## src/rtl/rf_pkg.sv

```systemverilog
// Shared types and constants for the register-file write-back arbiter.
// Each queue entry is a write-back request: a register id plus its data.
package rf_pkg;

  localparam int NUM_REGS = 16;
  localparam int RW       = $clog2(NUM_REGS);
  localparam int DW       = 16;
  localparam int DEPTH    = 2;

  localparam logic [RW-1:0] REG_ZERO = 4'd0;

  // Write-back request; "rid" is the destination register (reg is a keyword).
  typedef struct packed {
    logic [RW-1:0] rid;
    logic [DW-1:0] data;
  } wb_req_t;

  typedef enum logic {
    PRIO_A = 1'b0,
    PRIO_B = 1'b1
  } prio_e;

  function automatic logic ent_hit(input logic          vld,
                                   input logic [RW-1:0] rid,
                                   input logic [RW-1:0] src);
    return vld & (rid == src) & (src != REG_ZERO);
  endfunction

endpackage

```

## src/rtl/wb_fifo2.sv

```systemverilog
// Two-entry write-back request FIFO; slot 0 is always the head, and the
// per-slot valid/register vectors feed the hazard compare in the top level.
module wb_fifo2
  import rf_pkg::*;
(
  input  logic                 clk,
  input  logic                 rst,
  input  logic                 push,
  input  logic                 pop,
  input  wb_req_t              din,
  output wb_req_t              head,
  output logic                 full,
  output logic                 empty,
  output logic [1:0]           ent_vld,
  output logic [1:0][RW-1:0]   ent_rid
);

  wb_req_t [1:0] mem_q, mem_d;
  logic    [1:0] cnt_q, cnt_d;
  logic          push_s, pop_s;

  // Next-state for slots and occupancy; a pop shifts slot 1 into the head.
  always_comb begin
    push_s = push & (cnt_q != 2'd2);
    pop_s  = pop & (cnt_q != 2'd0);
    mem_d  = mem_q;
    cnt_d  = cnt_q;
    case ({push_s, pop_s})
      2'b10: begin
        if (cnt_q == 2'd0) begin
          mem_d[0] = din;
        end else begin
          mem_d[1] = din;
        end
        cnt_d = cnt_q + 2'd1;
      end
      2'b01: begin
        mem_d[0] = mem_q[1];
        cnt_d    = cnt_q - 2'd1;
      end
      2'b11: begin
        if (cnt_q == 2'd1) begin
          mem_d[0] = din;
        end else begin
          mem_d[0] = mem_q[1];
          mem_d[1] = din;
        end
      end
      default: begin
        mem_d = mem_q;
        cnt_d = cnt_q;
      end
    endcase
  end

  // Slot and occupancy registers.
  always_ff @(posedge clk) begin
    if (rst) begin
      mem_q <= {(2 * $bits(wb_req_t)){1'b0}};
      cnt_q <= 2'd0;
    end else begin
      mem_q <= mem_d;
      cnt_q <= cnt_d;
    end
  end

  assign head       = mem_q[0];
  assign full       = (cnt_q == 2'd2);
  assign empty      = (cnt_q == 2'd0);
  assign ent_vld    = {cnt_q == 2'd2, cnt_q != 2'd0};
  assign ent_rid[0] = mem_q[0].rid;
  assign ent_rid[1] = mem_q[1].rid;

endmodule

```

## src/rtl/rf_wb_arbiter.sv

```systemverilog
// Round-robin arbiter between the load-return (A) and execute (B) write-back
// queues, driving the single register-file write port through a flop stage.
module rf_wb_arbiter #(
  parameter int DW    = 16,
  parameter int RW    = 4,
  parameter int DEPTH = 2
) (
  input  logic          clk,
  input  logic          rst,
  input  logic          a_valid,
  output logic          a_ready,
  input  logic [RW-1:0] a_reg,
  input  logic [DW-1:0] a_data,
  input  logic          b_valid,
  output logic          b_ready,
  input  logic [RW-1:0] b_reg,
  input  logic [DW-1:0] b_data,
  input  logic          hold,
  input  logic [RW-1:0] SrcReg1,
  input  logic [RW-1:0] SrcReg2,
  output logic          pend1,
  output logic          pend2,
  output logic          WriteReg,
  output logic [RW-1:0] DstReg,
  output logic [DW-1:0] DstData
);

  import rf_pkg::*;

  wb_req_t                a_din_s, b_din_s, a_head_s, b_head_s;
  logic                   a_full_s, b_full_s, a_empty_s, b_empty_s;
  logic                   a_push_s, b_push_s, grant_a_s, grant_b_s;
  logic [DEPTH-1:0]       a_vld_s, b_vld_s;
  logic [DEPTH-1:0][RW-1:0] a_rid_s, b_rid_s;

  prio_e                  prio_q, prio_d;
  logic                   we_q, we_d;
  logic [RW-1:0]          dst_reg_q, dst_reg_d;
  logic [DW-1:0]          dst_data_q, dst_data_d;
  logic                   pend1_s, pend2_s;

  // Writes to R0 are acknowledged but never enter a queue.
  assign a_ready  = ~a_full_s;
  assign b_ready  = ~b_full_s;
  assign a_push_s = a_valid & ~a_full_s & (a_reg != REG_ZERO);
  assign b_push_s = b_valid & ~b_full_s & (b_reg != REG_ZERO);
  assign a_din_s  = '{rid: a_reg, data: a_data};
  assign b_din_s  = '{rid: b_reg, data: b_data};

  wb_fifo2 u_fifo_a (
    .clk     (clk),
    .rst     (rst),
    .push    (a_push_s),
    .pop     (grant_a_s),
    .din     (a_din_s),
    .head    (a_head_s),
    .full    (a_full_s),
    .empty   (a_empty_s),
    .ent_vld (a_vld_s),
    .ent_rid (a_rid_s)
  );

  wb_fifo2 u_fifo_b (
    .clk     (clk),
    .rst     (rst),
    .push    (b_push_s),
    .pop     (grant_b_s),
    .din     (b_din_s),
    .head    (b_head_s),
    .full    (b_full_s),
    .empty   (b_empty_s),
    .ent_vld (b_vld_s),
    .ent_rid (b_rid_s)
  );

  // Grant selection and priority update; every grant hands priority across.
  always_comb begin
    grant_a_s = 1'b0;
    grant_b_s = 1'b0;
    prio_d    = prio_q;
    if (!hold) begin
      if (!a_empty_s && (b_empty_s || (prio_q == PRIO_A))) begin
        grant_a_s = 1'b1;
        prio_d    = PRIO_B;
      end else if (!b_empty_s) begin
        grant_b_s = 1'b1;
        prio_d    = PRIO_A;
      end else begin
        prio_d    = prio_q;
      end
    end else begin
      prio_d = prio_q;
    end
  end

  // Output stage next-state; address and data hold between grants.
  always_comb begin
    we_d       = grant_a_s | grant_b_s;
    dst_reg_d  = dst_reg_q;
    dst_data_d = dst_data_q;
    if (grant_a_s) begin
      dst_reg_d  = a_head_s.rid;
      dst_data_d = a_head_s.data;
    end else if (grant_b_s) begin
      dst_reg_d  = b_head_s.rid;
      dst_data_d = b_head_s.data;
    end else begin
      dst_reg_d  = dst_reg_q;
      dst_data_d = dst_data_q;
    end
  end

  // Priority and output-stage registers.
  always_ff @(posedge clk) begin
    if (rst) begin
      prio_q     <= PRIO_A;
      we_q       <= 1'b0;
      dst_reg_q  <= {RW{1'b0}};
      dst_data_q <= {DW{1'b0}};
    end else begin
      prio_q     <= prio_d;
      we_q       <= we_d;
      dst_reg_q  <= dst_reg_d;
      dst_data_q <= dst_data_d;
    end
  end

  // Only queued entries count; the staged write is covered by RF forwarding.
  always_comb begin
    pend1_s = 1'b0;
    pend2_s = 1'b0;
    for (int i = 0; i < DEPTH; i++) begin
      pend1_s = pend1_s | ent_hit(a_vld_s[i], a_rid_s[i], SrcReg1)
                        | ent_hit(b_vld_s[i], b_rid_s[i], SrcReg1);
      pend2_s = pend2_s | ent_hit(a_vld_s[i], a_rid_s[i], SrcReg2)
                        | ent_hit(b_vld_s[i], b_rid_s[i], SrcReg2);
    end
  end

  assign pend1    = pend1_s;
  assign pend2    = pend2_s;
  assign WriteReg = we_q;
  assign DstReg   = dst_reg_q;
  assign DstData  = dst_data_q;

endmodule

```

## config.mk

```make
export PLATFORM = sky130hd
export DESIGN_NAME = rf_wb_arbiter
export DESIGN_NICKNAME = d
export VERILOG_FILES = /design/src/rtl/rf_pkg.sv /design/src/rtl/wb_fifo2.sv /design/src/rtl/rf_wb_arbiter.sv
export SDC_FILE = /design/constraint.sdc
export NUM_CORES = 1
export LEC_CHECK = 0
export CAP_MARGIN = 20
export CORE_MARGIN = 2
export CORE_UTILIZATION = 53
export DETAILED_ROUTE_END_ITERATION = 12
export GPL_TIMING_DRIVEN = 0
export PLACE_DENSITY = 0.79
export RECOVER_POWER = 25
export SYNTH_ARGS = -nofsm -noshare
export SYNTH_HDL_FRONTEND = slang
export SYNTH_SLANG_ARGS = --single-unit
```

## constraint.sdc

```tcl
create_clock -name clk -period 3.1 [get_ports clk]
set_clock_uncertainty 0.05 [all_clocks]
set_input_delay 0.62 -clock clk [delete_from_list [all_inputs] [get_ports clk]]
set_output_delay 0.62 -clock clk [all_outputs]
set_load 0.03 [all_outputs]
```

# Yosys cells after proc, flatten, opt, wreduce, memory -nomap -nowiden
# Index checks and enable logic that the tools add are counted.
dict set report op_classes {
  add_sub_neg 4
  bitwise_logic 35
  n_mux 25
  n_reduce_logical 23
  n_eq_ne 27
}
# cell count
set ops {}
lappend ops {{$mux W20} 8}
lappend ops {{$pmux W20 S3} 2}
lappend ops {{$pmux W20 S2} 2}
lappend ops {{$eq A4 B4 Y1} 8}
lappend ops {{$mux W16} 2}
lappend ops {{$and A1 B1 Y1} 24}
lappend ops {{$ne A2 B2 Y1 const B} 8}
lappend ops {{$reduce_bool A4 Y1} 4}
lappend ops {{$reduce_bool A2 Y1} 7}
lappend ops {{$eq A2 B2 Y1 const B} 6}
lappend ops {{$eq A2 B1 Y1 const B} 4}
lappend ops {{$mux W4} 2}
lappend ops {{$pmux W2 S2} 2}
lappend ops {{$mux W1} 7}
lappend ops {{$or A1 B1 Y1} 7}
lappend ops {{$reduce_and A2 Y1} 3}
lappend ops {{$reduce_and A3 Y1} 2}
lappend ops {{$reduce_bool A3 Y1} 2}
lappend ops {{$add A2 B1 Y2 const B} 2}
lappend ops {{$logic_not A2 Y1} 2}
lappend ops {{$not A1 Y1} 4}
lappend ops {{$sub A2 B1 Y2 const B} 2}
lappend ops {{$ne A2 B1 Y1 const B} 1}
lappend ops {{$logic_and A1 B1 Y1} 1}
lappend ops {{2 further kinds} 2}
dict set report totals {
  word_cells 128
  input_bits 53
  out_inout_bits 25
  regBits 106
}

# Longest topological paths before layout
# Gate-level depths: netlist of run 1.
dict set report depth {
  depth_word 9
  depth_mapped 13
  depth_no_buf 10
}

# By module
# From an unflattened synthesis of run 1, not the netlist that was laid out.
dict set report unflattened {
  cells_unflattened 602
  area_unflattened_um2 5809.3
}
# mod cells_each area_each_um2 n_inst seq_area_each_um2
set by_module_without_submodules {}
lappend by_module_without_submodules {wb_fifo2 217 2104.5 2 840.8}
lappend by_module_without_submodules {rf_wb_arbiter 168 1600.3 1 440.4}

# Worst setup path after synthesis of run 1
# Ideal clock, no wire load.
dict set report synth_timing {
  path_kind {input-to-reg}
  start {in b_reg[0]}
  end {reg u_fifo_b.mem_q, in the netlist u_fifo_b.ent_rid[0]}
  t_required_ns 2.918
  n_path_buf 1
  t_arrival_ns 2.366
  setup_time_ns 0.132
  path_slack_ns 0.552
  path_stages 8
  cell_sequence {or4_1 and3_4 ha_1 nor2b_1 o21a_1 buf_2 a221oi_1 nor3_2}
}
dict set report synth_between {
  elab_chain_len 6
  word_cells_on_any_way 12
  cone_classes {eq/ne (4); mux (3); bitwise (2); reduce/logical (3)}
}
# item line_no
set synth_rtl {}
lappend synth_rtl {{from (decl)} rf_wb_arbiter.sv:16} ;# input logic [RW-1:0] b_reg,
lappend synth_rtl {{$reduce_bool A4 Y1} rf_wb_arbiter.sv:46} ;# assign b_push_s = b_valid & ~b_full_s & (b_reg != REG_ZERO);
lappend synth_rtl {{$and A1 B1 Y1} rf_wb_arbiter.sv:46}
lappend synth_rtl {{$and A1 B1 Y1} wb_fifo2.sv:24} ;# push_s = push & (cnt_q != 2'd2);
lappend synth_rtl {{$eq A2 B2 Y1 / $eq A2 B1 Y1 (equally long branches)} wb_fifo2.sv:28} ;# case ({push_s, pop_s})
lappend synth_rtl {{$ne A2 B2 Y1 (no line) / $reduce_bool A3 Y1 (equally long branches)} -}
lappend synth_rtl {{$reduce_and A2 Y1 (no line)} -}
lappend synth_rtl {{to (signal assigned)} wb_fifo2.sv:59} ;# mem_q <= {(2 * $bits(wb_req_t)){1'b0}};
lappend synth_rtl {{to (signal assigned)} wb_fifo2.sv:62} ;# mem_q <= mem_d;
lappend synth_rtl {{to (decl)} wb_fifo2.sv:18} ;# wb_req_t [1:0] mem_q, mem_d;
# Several ways; a longest one is shown, not always the timed one. The select of a mux whose other input is x is not followed.
# A chain may end at the register's enable or synchronous reset.

# Worst setup path after layout of run 1
dict set report layout_timing {
  start {in b_reg[1]}
  end {reg u_fifo_b.mem_q, in the netlist u_fifo_b.ent_rid[3]}
}
dict set report layout_between {
  elab_chain_len 6
  word_cells_on_any_way 10
  cone_classes {eq/ne (4); mux (1); bitwise (2); reduce/logical (3)}
}
# item line_no
set layout_rtl {}
lappend layout_rtl {{$reduce_bool A4 Y1 *} rf_wb_arbiter.sv:46}
lappend layout_rtl {{$and A1 B1 Y1 *} rf_wb_arbiter.sv:46}
lappend layout_rtl {{$and A1 B1 Y1 *} wb_fifo2.sv:24}
lappend layout_rtl {{$eq A2 B2 Y1 / $eq A2 B1 Y1 (equally long branches)} wb_fifo2.sv:28}
lappend layout_rtl {{$ne A2 B2 Y1 (no line) / $reduce_bool A3 Y1 (equally long branches)} -}
lappend layout_rtl {{$reduce_and A2 Y1 (no line)} -}
# Mark *: on every way between the ends. The rest lies on a longest branch, timed or not.

==> results of run 1 <==
==> power by group <==
group	internal, mW	total (mW)	switching [mW]
logic	1.07	2.77	1.70
clock network	0.397	0.879	0.482
registers	1.79	2.13	0.339
total	3.26	5.78	2.52
==> layout make-up <==
type	count	area, um^2
repair buffers	70	701
fillers	736	2910
clock inverters	6	65.1
plain buffers	54	265
flip-flops and latches	106	2120
clock buffers	10	138
multi-input cells	405	2430
well taps	108	135
inverters	12	45.0
==> cell families (layout without fill, tap and decap cells) <==
group / Yosys count / count (layout) / synth area share
XOR/XNOR: 36 / 36 / 0.0650
buffers and inverters: 66 / 152 / 0.0626
flip-flops: 106 / 106 / 0.437
AND/OR/NAND/NOR: 212 / 212 / 0.193
AO/OA/AOI/OAI: 145 / 145 / 0.211
adder cells (fa/ha/maj): 12 / 12 / 0.0309
==> placed cells by master (no fill, tap or decap), types with 6 or more instances in the layout <==
cell type / count
o221ai_1: 20
inv_1: 11
nor3_2: 6
clkbuf_1: 26
xnor2_1: 16
xor2_1: 20
dfxtp_1: 106
buf_2: 12
ha_1: 12
nand2_1: 103
dlygate4sd3_1: 17
a21oi_1: 66
nor3_1: 43
clkbuf_8: 10
a221oi_1: 39
nor2_1: 47
clkdlybuf4s50_1: 49
==> through the flow <==
stage / power (mW) / std cells
6_report: 5.78 / 771
3_5_place_dp: 4.88 / 753
3_3_place_gp: 4.76 / 753
2_1_floorplan: 4.06 / 577
5_1_grt: 6.15 / 771
4_1_cts: 5.75 / 769
==> per-layer routing <==
layer  GRT usage  share of wire  vias to the layer above
li1            -              -                     2201
met1       0.351           0.43                     2189
met2       0.455           0.49                      191
met3      0.0408          0.057                       30
met4       0.122          0.025                        0
met5           0              0                        -
==> what timing repair did <==
| item | in CTS | in global routing |
|---|---|---|
| endpoints found under the setup margin | 2 | 32 |
| resized for setup | 1 | 10 |
| buffers inserted | 0 | 2 |
| pin swaps | 1 | 1 |
==> registers in the layout, summed over array words and instances (netlist names) <==
signal            flops
u_fifo_a.cnt_q        2
DstData              16
u_fifo_b.ent_rid      8
WriteReg              1
prio_q                1
u_fifo_b.cnt_q        2
u_fifo_b.mem_q       16
u_fifo_a.mem_q       16
u_fifo_a.head        16
u_fifo_b.head        16
DstReg                4
u_fifo_a.ent_rid      8
==> final timing paths <==
check / from / to / depth (start not counted)
worst max register to register: u_fifo_b.cnt_q[0] / u_fifo_a.mem_q[20] / 13
worst min-delay path: u_fifo_a.mem_q[34] / u_fifo_a.mem_q[34] / 2
worst max-delay path: b_reg[1] / u_fifo_b.ent_rid[3] / 9
worst min register to register: u_fifo_a.mem_q[34] / u_fifo_a.mem_q[34] / 2
==> tightest hold or removal path, cell delays in order, from the launching register on <==
cell,delay (ns)
dfxtp_1,0.32
nand2_1,0.05
a21oi_1,0.05
==> impl_metrics.py, run 1 <==
metrics = {
    "cts": {
        "cts_inserted_buffers": 9,
        "clkTransAtPathRegs_ns": 0.10,
        "cts_tree": "yes",
        "clock_latency_ns": 0.38,
        "clock_path_buffers": 2,
        "cts_max_level": 3,
        "cts_sinks": 106,
        "cts-root-buf": "clkbuf_8",
        "ctsHoldBuffers": 0,
    },
    "worst_setup_path": {
        "crit_path_end_kind": "flop",
        "slowest_stage": "or4_1",
        "critPathTopFamily": "simple AND/OR/NAND/NOR gates",
        "cp_cell_sequence": "clkdlybuf4s50_1 -> or4_1 -> and3_4 -> ha_1 -> nor2b_1 -> o21a_1 -> buf_2 -> a221oi_1 -> nor3_2",
        "required_ns": 3.30,
        "worst-path-buf-inv": 2,
        "rrSetupSlack_ns": 0.31,
        "crit_path_start_kind": "input port",
        "cp_slowest_stage_delay_ns": 0.52,
        "crit_type": "in2reg",
        "critPathArrivalTime_ns": 3.06,
        "path_max_fanout": 10,
    },
    "worst_hold_path": {
        "hold_path.class": "reg2reg",
    },
    "placement": {
        "place_congestion": 0.838,
        "port-buffer-count": 68,
        "preCtsSetupSlack_ns": -0.402,
        "post_dp_cell_area_um2": 5670,
        "hpwl_um": 9810,
    },
    "grt": {
        "antenna_found_initial": 0,
        "grt-ovfl-total": 0,
        "grtUsageTotal": 0.273,
        "grt_pass1_vias": 4558,
        "grt_max_degree": 18,
        "grt_pass1_wl_um": 21500,
    },
    "timing": {
        "maxSlewViolCount": 0,
        "finalSetupTns_ns": 0,
        "finalCriticalPeriod_ns": 2.87,
        "fin_ws_ns": 0.235,
        "whs_ns": 0.410,
        "fin_crit_sh": 0.924,
        "clock.fmax_mhz": 349,
        "setup_viol": 0,
        "rsz0062_at_grt": "false",
        "max_slew_margin": 0.526,
        "tightest_slew_ns": 0.711,
        "hold_viol": 0,
    },
    "route": {
        "dr.pass1.iters": 5,
        "vias_per_cell": 5.98,
        "drt-total-wl_um": 13200,
        "vias": 4611,
        "drt-initial-drc-count": 355,
        "postRouteAntennaNets": 0,
        "avgRoutedWirePerCell_um": 17.1,
        "drc": 0,
    },
    "final_layout": {
        "area_growth_pct": 21.5,
        "finalNetCount": 723,
        "final_area_um2": 5900,
        "drive_above_1_share": 0.0860,
        "antenna_cells": 0,
        "utilization": 0.670,
    },
    "logic_synthesis": {
        "synth_area_leaders": "dfxtp_1 44%, nand2_1 8.0%, a221oi_1 7.0%",
        "synthCells": 577,
        "synth_seq_cells": 106,
        "synth_top_cell_by_area": "dfxtp_1",
        "yosysMostFrequentCell": "dfxtp_1",
        "yosysTopAreaCellShare": 0.437,
        "synth_edf_count": 0,
        "synth_common_cells": "106 x dfxtp_1, 103 x nand2_1, 66 x a21oi_1",
        "synth_ff_type": "dfxtp_1",
        "yosysSeqAreaShare": 0.437,
        "synth_nets": 642,
        "syn_area_um2": 4850,
        "ys_types": 35,
        "ys_async_sr_fraction": 0,
        "synth_warnings": 0,
        "avgSynthCellArea_um2": 8.41,
    },
    "die": {
        "die_w_um": 99.7,
        "core_um2": 8810,
        "ios": 78,
        "die_h_um": 99.7,
        "rows": 34,
        "start_util": 0.551,
        "dieArea_um2": 9940,
    },
    "power_and_ir_drop": {
        "power_density_nw_per_um2": 980,
        "peakVddDrop_v": 0.000455,
        "leakage_nw": 2.27,
    },
    "run": {
        "cap_violations": 0,
    },
    "run_status": {
        "status": "completed",
    },
}
Note: power is estimated with default switching activity, not from simulation.
==> run 2, diff against run 1 <==
CORE_MARGIN = unset   (was 2)
CORE_UTILIZATION = 48   (was 53)
PLACE_DENSITY = 0.76   (was 0.79)
SLEW_MARGIN = 20   (was unset)
clock period = 2.37 ns   (was 3.1 ns; I/O delays follow)
==> run 2 against run 1 <==
Compared with the run above:
- non-clock buffer count is 14 higher
- sequential share of layout area is 3.2 points lower
- global-route usage shrank 0.20 points
- routed wire length up 9.8%
- critical endpoint is now u_fifo_a.head[8]
==> impl_metrics.py, run 2 (synthesized netlist as in run 1, its figures left out) <==
metrics = {
    "final_layout": {
        "drive_above_1_share": 0.205,
        "finalNetCount": 737,
        "final_common_cell": "nand2_1",
        "area_growth_pct": 33.7,
        "most-common-layout-cells": "103 x nand2_1, 101 x dfxtp_1, 62 x a21oi_1",
        "finalNonFillerCells": 810,
        "utilization": 0.664,
        "fillers": 791,
        "antenna_cells": 0,
    },
    "worst_hold_path": {
        "hold_path.class": "reg2reg",
    },
    "power_and_ir_drop": {
        "p_int_mw": 4.60,
        "p_total_mw": 8.35,
        "p_sw_mw": 3.75,
        "pwr-share-comb": 0.535,
        "peakVddDrop_v": 0.000528,
        "swShare": 0.449,
        "clkPwrFrac": 0.126,
        "leakage_nw": 2.35,
        "power_density_nw_per_um2": 1290,
        "power_frac_seq": 0.339,
    },
    "worst_setup_path": {
        "path_max_fanout": 5,
        "crit_path_end_kind": "flop",
        "cp_cell_sequence": "dlygate4sd2_1 -> or4_4 -> and3_4 -> ha_4 -> a21oi_2 -> nor3_2 -> buf_4 -> clkbuf_8 -> a221oi_4 -> nor3_2",
        "crit_type": "in2reg",
        "critPathMostFrequentCell": "nor3_2",
        "rrSetupSlack_ns": 0.08,
        "crit_path_start_kind": "input port",
        "cp_slowest_stage_delay_ns": 0.54,
        "required_ns": 2.57,
        "slowest_stage": "or4_4",
        "critPathArrivalTime_ns": 2.55,
    },
    "grt": {
        "grtUsageTotal": 0.271,
        "grt_pass1_wl_um": 21700,
        "grt_pass1_vias": 4440,
        "antenna_found_initial": 0,
        "grt-ovfl-total": 0,
        "grt_max_degree": 19,
    },
    "run": {
        "cap_violations": 0,
    },
    "timing": {
        "finalSetupTns_ns": 0,
        "tightest_slew_ns": 0.671,
        "max_slew_margin": 0.553,
        "hold_viol": 0,
        "finalCriticalPeriod_ns": 2.36,
        "rsz0062_at_grt": "true",
        "whs_ns": 0.418,
        "maxSlewViolCount": 0,
        "fin_crit_sh": 0.994,
        "clock.fmax_mhz": 424,
        "setup_viol": 0,
    },
    "route": {
        "vias": 4721,
        "drt-initial-drc-count": 299,
        "drc": 0,
        "drt-total-wl_um": 14500,
        "dr.pass1.iters": 4,
        "postRouteAntennaNets": 0,
        "avgRoutedWirePerCell_um": 17.8,
        "vias_per_cell": 5.83,
    },
    "die": {
        "ios": 78,
        "core_um2": 9770,
        "rows": 36,
        "die_h_um": 103,
        "dieArea_um2": 10500,
        "die_w_um": 103,
        "start_util": 0.497,
    },
    "placement": {
        "port-buffer-count": 68,
        "place_congestion": 0.882,
        "hpwl_um": 9890,
        "place_inst": 778,
    },
    "cts": {
        "cts_tree": "yes",
        "cts_inserted_buffers": 9,
        "clkTransAtPathRegs_ns": 0.11,
        "cts-root-buf": "clkbuf_8",
        "clock_latency_ns": 0.37,
        "clock_path_buffers": 2,
        "cts_sinks": 106,
        "cts_max_level": 3,
    },
    "run_status": {
        "status": "completed",
    },
}
run 2: cell types whose count changed in the layout (fill, tap and decap cells not counted), sizes merged:
cell / previous run / this run
dlygate4sd2: 0 / 9
buf: 24 / 44
inv: 13 / 14
bufinv: 1 / 0
clkinvlp: 1 / 4
clkinv: 3 / 1
dlygate4sd3: 17 / 0
dlymetal6s2s: 2 / 1
clkbuf: 42 / 37
clkdlybuf4s50: 49 / 56
run 2: metal layers:
| metal | share of wire | up-vias | track usage |
|---|---|---|---|
| met1 | 0.42 | 2303 | 0.341 |
| li1 | - | 2231 | - |
| met4 | 0.015 | 0 | 0.0945 |
| met3 | 0.059 | 18 | 0.0353 |
| met2 | 0.50 | 169 | 0.475 |
| met5 | 0 | - | 0 |
run 2: layout make-up:
| type | instances | area [um^2] | share of cell area |
|---|---|---|---|
| timing repair buffer | 84 | 810 | 0.125 |
| tap | 133 | 166 | 0.0256 |
| clock buffer | 9 | 124 | 0.0191 |
| buffer | 54 | 339 | 0.0522 |
| clock inverter | 7 | 52.6 | 0.00810 |
| inverter | 12 | 45.0 | 0.00694 |
| multi-input combinational | 405 | 2830 | 0.435 |
| sequential | 106 | 2130 | 0.328 |
run 2: critical path, delay by kind of cell:
kind | cells | cell delay [ns]
AO/OA/AOI/OAI | 2 | 0.42
adder cells (fa/ha/maj) | 1 | 0.18
buffers and inverters | 3 | 0.60
AND/OR/NAND/NOR | 4 | 0.86
run 2: power groups by stage:
stage	Clock, mW	Sequential [mW]	Combinational [mW]
final	1.05	2.83	4.47
after floorplan	0	2.84	2.50
after detailed placement	0	2.82	3.59
after global placement	0	2.79	3.46
after CTS	1.06	2.81	3.94
after global routing	1.13	2.89	4.82
run 2: final timing paths:
check,start,endpoint,cells past startpoint
worst min register to register,DstReg[2],DstReg[2],2
worst max-delay path,a_reg[0],u_fifo_a.head[8],10
worst min-delay path,DstReg[2],DstReg[2],2
worst max register to register,u_fifo_a.cnt_q[0],u_fifo_a.head[8],12
run 2: per-stage QoR:
stage / area, um^2 / setup WS, ns
3_5_place_dp: 5720 / -0.782
6_report: 6490 / 0.0141
4_1_cts: 6220 / -0.00409
3_3_place_gp: 5720 / -0.710
5_1_grt: 6490 / -0.0828
2_1_floorplan: 4870 / -0.0323
run 2: repair_timing:
| action | CTS | global route |
|---|---|---|
| resized for setup | 83 | 49 |
| pin swaps | 6 | 23 |
| setup endpoints to repair | 83 | 80 |
| gates cloned | 1 | 2 |
| hold buffers | 0 | 0 |
| setup buffers | 5 | 8 |
==> run 3, diff against run 2 <==
CORE_UTILIZATION = 50   (was 48)
CTS_BUF_LIST = sky130_fd_sc_hd__clkbuf_4 sky130_fd_sc_hd__clkbuf_8   (was unset)
PLACE_DENSITY = 0.78   (was 0.76)
==> run 3 against run 2 <==
Compared with the run above:
- the flow now finishes with violations (negative setup slack)
- via count grew 2.7%
- non-clock buffer count grew 3
- sequential share of layout area shrank 0.63 points
- combinational power grew 4%
- maximum frequency shrank 1.1%
- cell count shrank 0.12%
- die area shrank 3.9%
- routed wire length grew 4.2%
- count of clock-buffer cells in the layout grew 2
- first-iteration DRC count grew 6.0%
- critical path type unchanged
- largest cell class unchanged
==> impl_metrics.py, run 3 (synthesized netlist as in run 1, its figures left out) <==
metrics = {
    "run_status": {
        "status": "finished, violations left",
        "violations": "negative setup slack",
    },
    "timing": {
        "fin_crit_sh": 1.01,
        "max_slew_margin": 0.510,
        "fin_ws_ns": -0.0119,
        "finalSetupTns_ns": -0.0126,
        "finalCriticalPeriod_ns": 2.38,
        "clock.fmax_mhz": 420,
        "maxSlewViolCount": 0,
        "hold_viol": 0,
        "tightest_slew_ns": 0.735,
        "setup_viol": 2,
    },
    "power_and_ir_drop": {
        "power_density_nw_per_um2": 1290,
        "leakage_nw": 2.39,
        "peakVddDrop_v": 0.000622,
    },
    "die": {
        "rows": 35,
        "dieArea_um2": 10100,
        "die_w_um": 101,
        "start_util": 0.520,
        "ios": 78,
        "die_h_um": 101,
        "core_um2": 9330,
    },
    "cts": {
        "clock_path_buffers": 2,
        "clkTransAtPathRegs_ns": 0.10,
        "cts_sinks": 106,
        "clock_latency_ns": 0.37,
        "cts_inserted_buffers": 9,
        "cts_max_level": 3,
        "ctsHoldBuffers": 0,
        "cts_tree": "yes",
        "cts-root-buf": "clkbuf_8",
    },
    "final_layout": {
        "final_area_um2": 6610,
        "most-common-layout-cells": "104 x dfxtp_1, 103 x nand2_1, 63 x a21oi_1",
        "finalNonFillerCells": 809,
        "area_growth_pct": 36.1,
        "multi_input_comb_area_um2": 2910,
        "finalNetCount": 740,
        "final-seq-area_um2": 2120,
        "drive_above_1_share": 0.199,
        "final_common_cell": "dfxtp_1",
        "antenna_cells": 0,
        "fillers": 683,
    },
    "grt": {
        "grt_max_degree": 17,
        "grt-ovfl-total": 0,
        "antenna_found_initial": 0,
        "grt_pass1_vias": 4672,
        "grt_pass1_wl_um": 22900,
        "grtUsageTotal": 0.292,
    },
    "route": {
        "dr.pass1.iters": 5,
        "drc": 0,
        "vias": 4849,
        "vias_per_cell": 5.99,
        "postRouteAntennaNets": 0,
        "drt-total-wl_um": 15100,
        "drt-initial-drc-count": 317,
        "avgRoutedWirePerCell_um": 18.6,
    },
    "placement": {
        "place_inst": 774,
        "hpwl_um": 9770,
        "port-buffer-count": 68,
        "post_dp_cell_area_um2": 5710,
        "place_congestion": 0.890,
    },
    "worst_hold_path": {
        "hold_path.class": "in2reg",
        "worstHoldPathCells": 3,
        "min_to": "u_fifo_b.ent_rid[4]",
        "hold_start": "b_reg[0]",
    },
    "worst_setup_path": {
        "reg2reg_depth": 13,
        "critPathArrivalTime_ns": 2.56,
        "rrSetupSlack_ns": 0,
        "crit_path_end_kind": "flop",
        "cp_cell_sequence": "dlygate4sd2_1 -> or4_4 -> and3_4 -> ha_4 -> nand2_1 -> nand2_2 -> buf_4 -> a221oi_4 -> nor3_1",
        "crit_type": "in2reg",
        "worst-path-buf-inv": 2,
        "cp_slowest_stage_delay_ns": 0.54,
        "required_ns": 2.55,
        "r2r_end": "u_fifo_a.mem_q[23]",
        "r2r-start": "u_fifo_b.cnt_q[0]",
        "slowest_stage": "or4_4",
        "crit_path_start_kind": "input port",
        "path_max_fanout": 10,
        "critPathTopFamily": "simple AND/OR/NAND/NOR gates",
    },
    "run": {
        "cap_violations": 0,
    },
}
## run 3: report_power, final
group | internal (mW) | switching (mW) | total (mW)
sequential | 2.35 | 0.498 | 2.85
combinational | 1.91 | 2.74 | 4.65
clock | 0.403 | 0.607 | 1.01
total | 4.67 | 3.85 | 8.51
## run 3: metrics by stage
stage | power [mW] | setup WS [ns] | utilization | hold slack, ns
finish | 8.51 | -0.0119 | 0.708 | 0.337
global route | 9.02 | -0.107 | 0.708 | 0.345
CTS | 8.00 | 0.00176 | 0.683 | 0.415
detailed placement | 6.39 | -0.769 | 0.612 | 0.394
global placement | 6.25 | -0.689 | 0.612 | 0.391
floorplan | 5.34 | -0.0323 | - | 0.386
## run 3: timing repair
action,CTS,global route
setup endpoints to repair,82,74
pin swaps,12,5
resized for setup,99,41
setup buffers,9,4
gates cloned,6,0
## run 3: worst max path at each step
stage,from,endpoint,slack [ns],cells after the start
finish,a_reg[0],u_fifo_a.head[4],-0.01,9
global route,u_fifo_b.cnt_q[0],u_fifo_a.mem_q[23],-0.11,13
global placement,a_reg[0],u_fifo_a.ent_rid[6],-0.69,10
CTS,u_fifo_a.cnt_q[0],u_fifo_a.head[10],0.002,11
detailed placement,a_reg[0],u_fifo_a.mem_q[20],-0.77,10
floorplan,b_reg[0],u_fifo_b.ent_rid[0],-0.03,8
## run 3: cell type report
cell class,instances,share of cell area
flip-flops and latches,106,0.322
plain buffers,54,0.0523
repair buffers,87,0.128
clock inverters,5,0.00473
clock buffers,11,0.0210
well taps,129,0.0244
inverters,12,0.00682
multi-input cells,405,0.441
## run 3: routing by layer
layer / up-vias / share of wire / GRT usage
met4: 0 / 0.036 / 0.127
met1: 2356 / 0.42 / 0.376
met3: 48 / 0.062 / 0.0374
met5: - / 0 / 0
li1: 2233 / - / -
met2: 212 / 0.48 / 0.493
## run 3: worst min-delay path, stage by stage
cell and delay [ns]:
clkbuf_2 0.12, nand2_1 0.06, a21oi_1 0.06
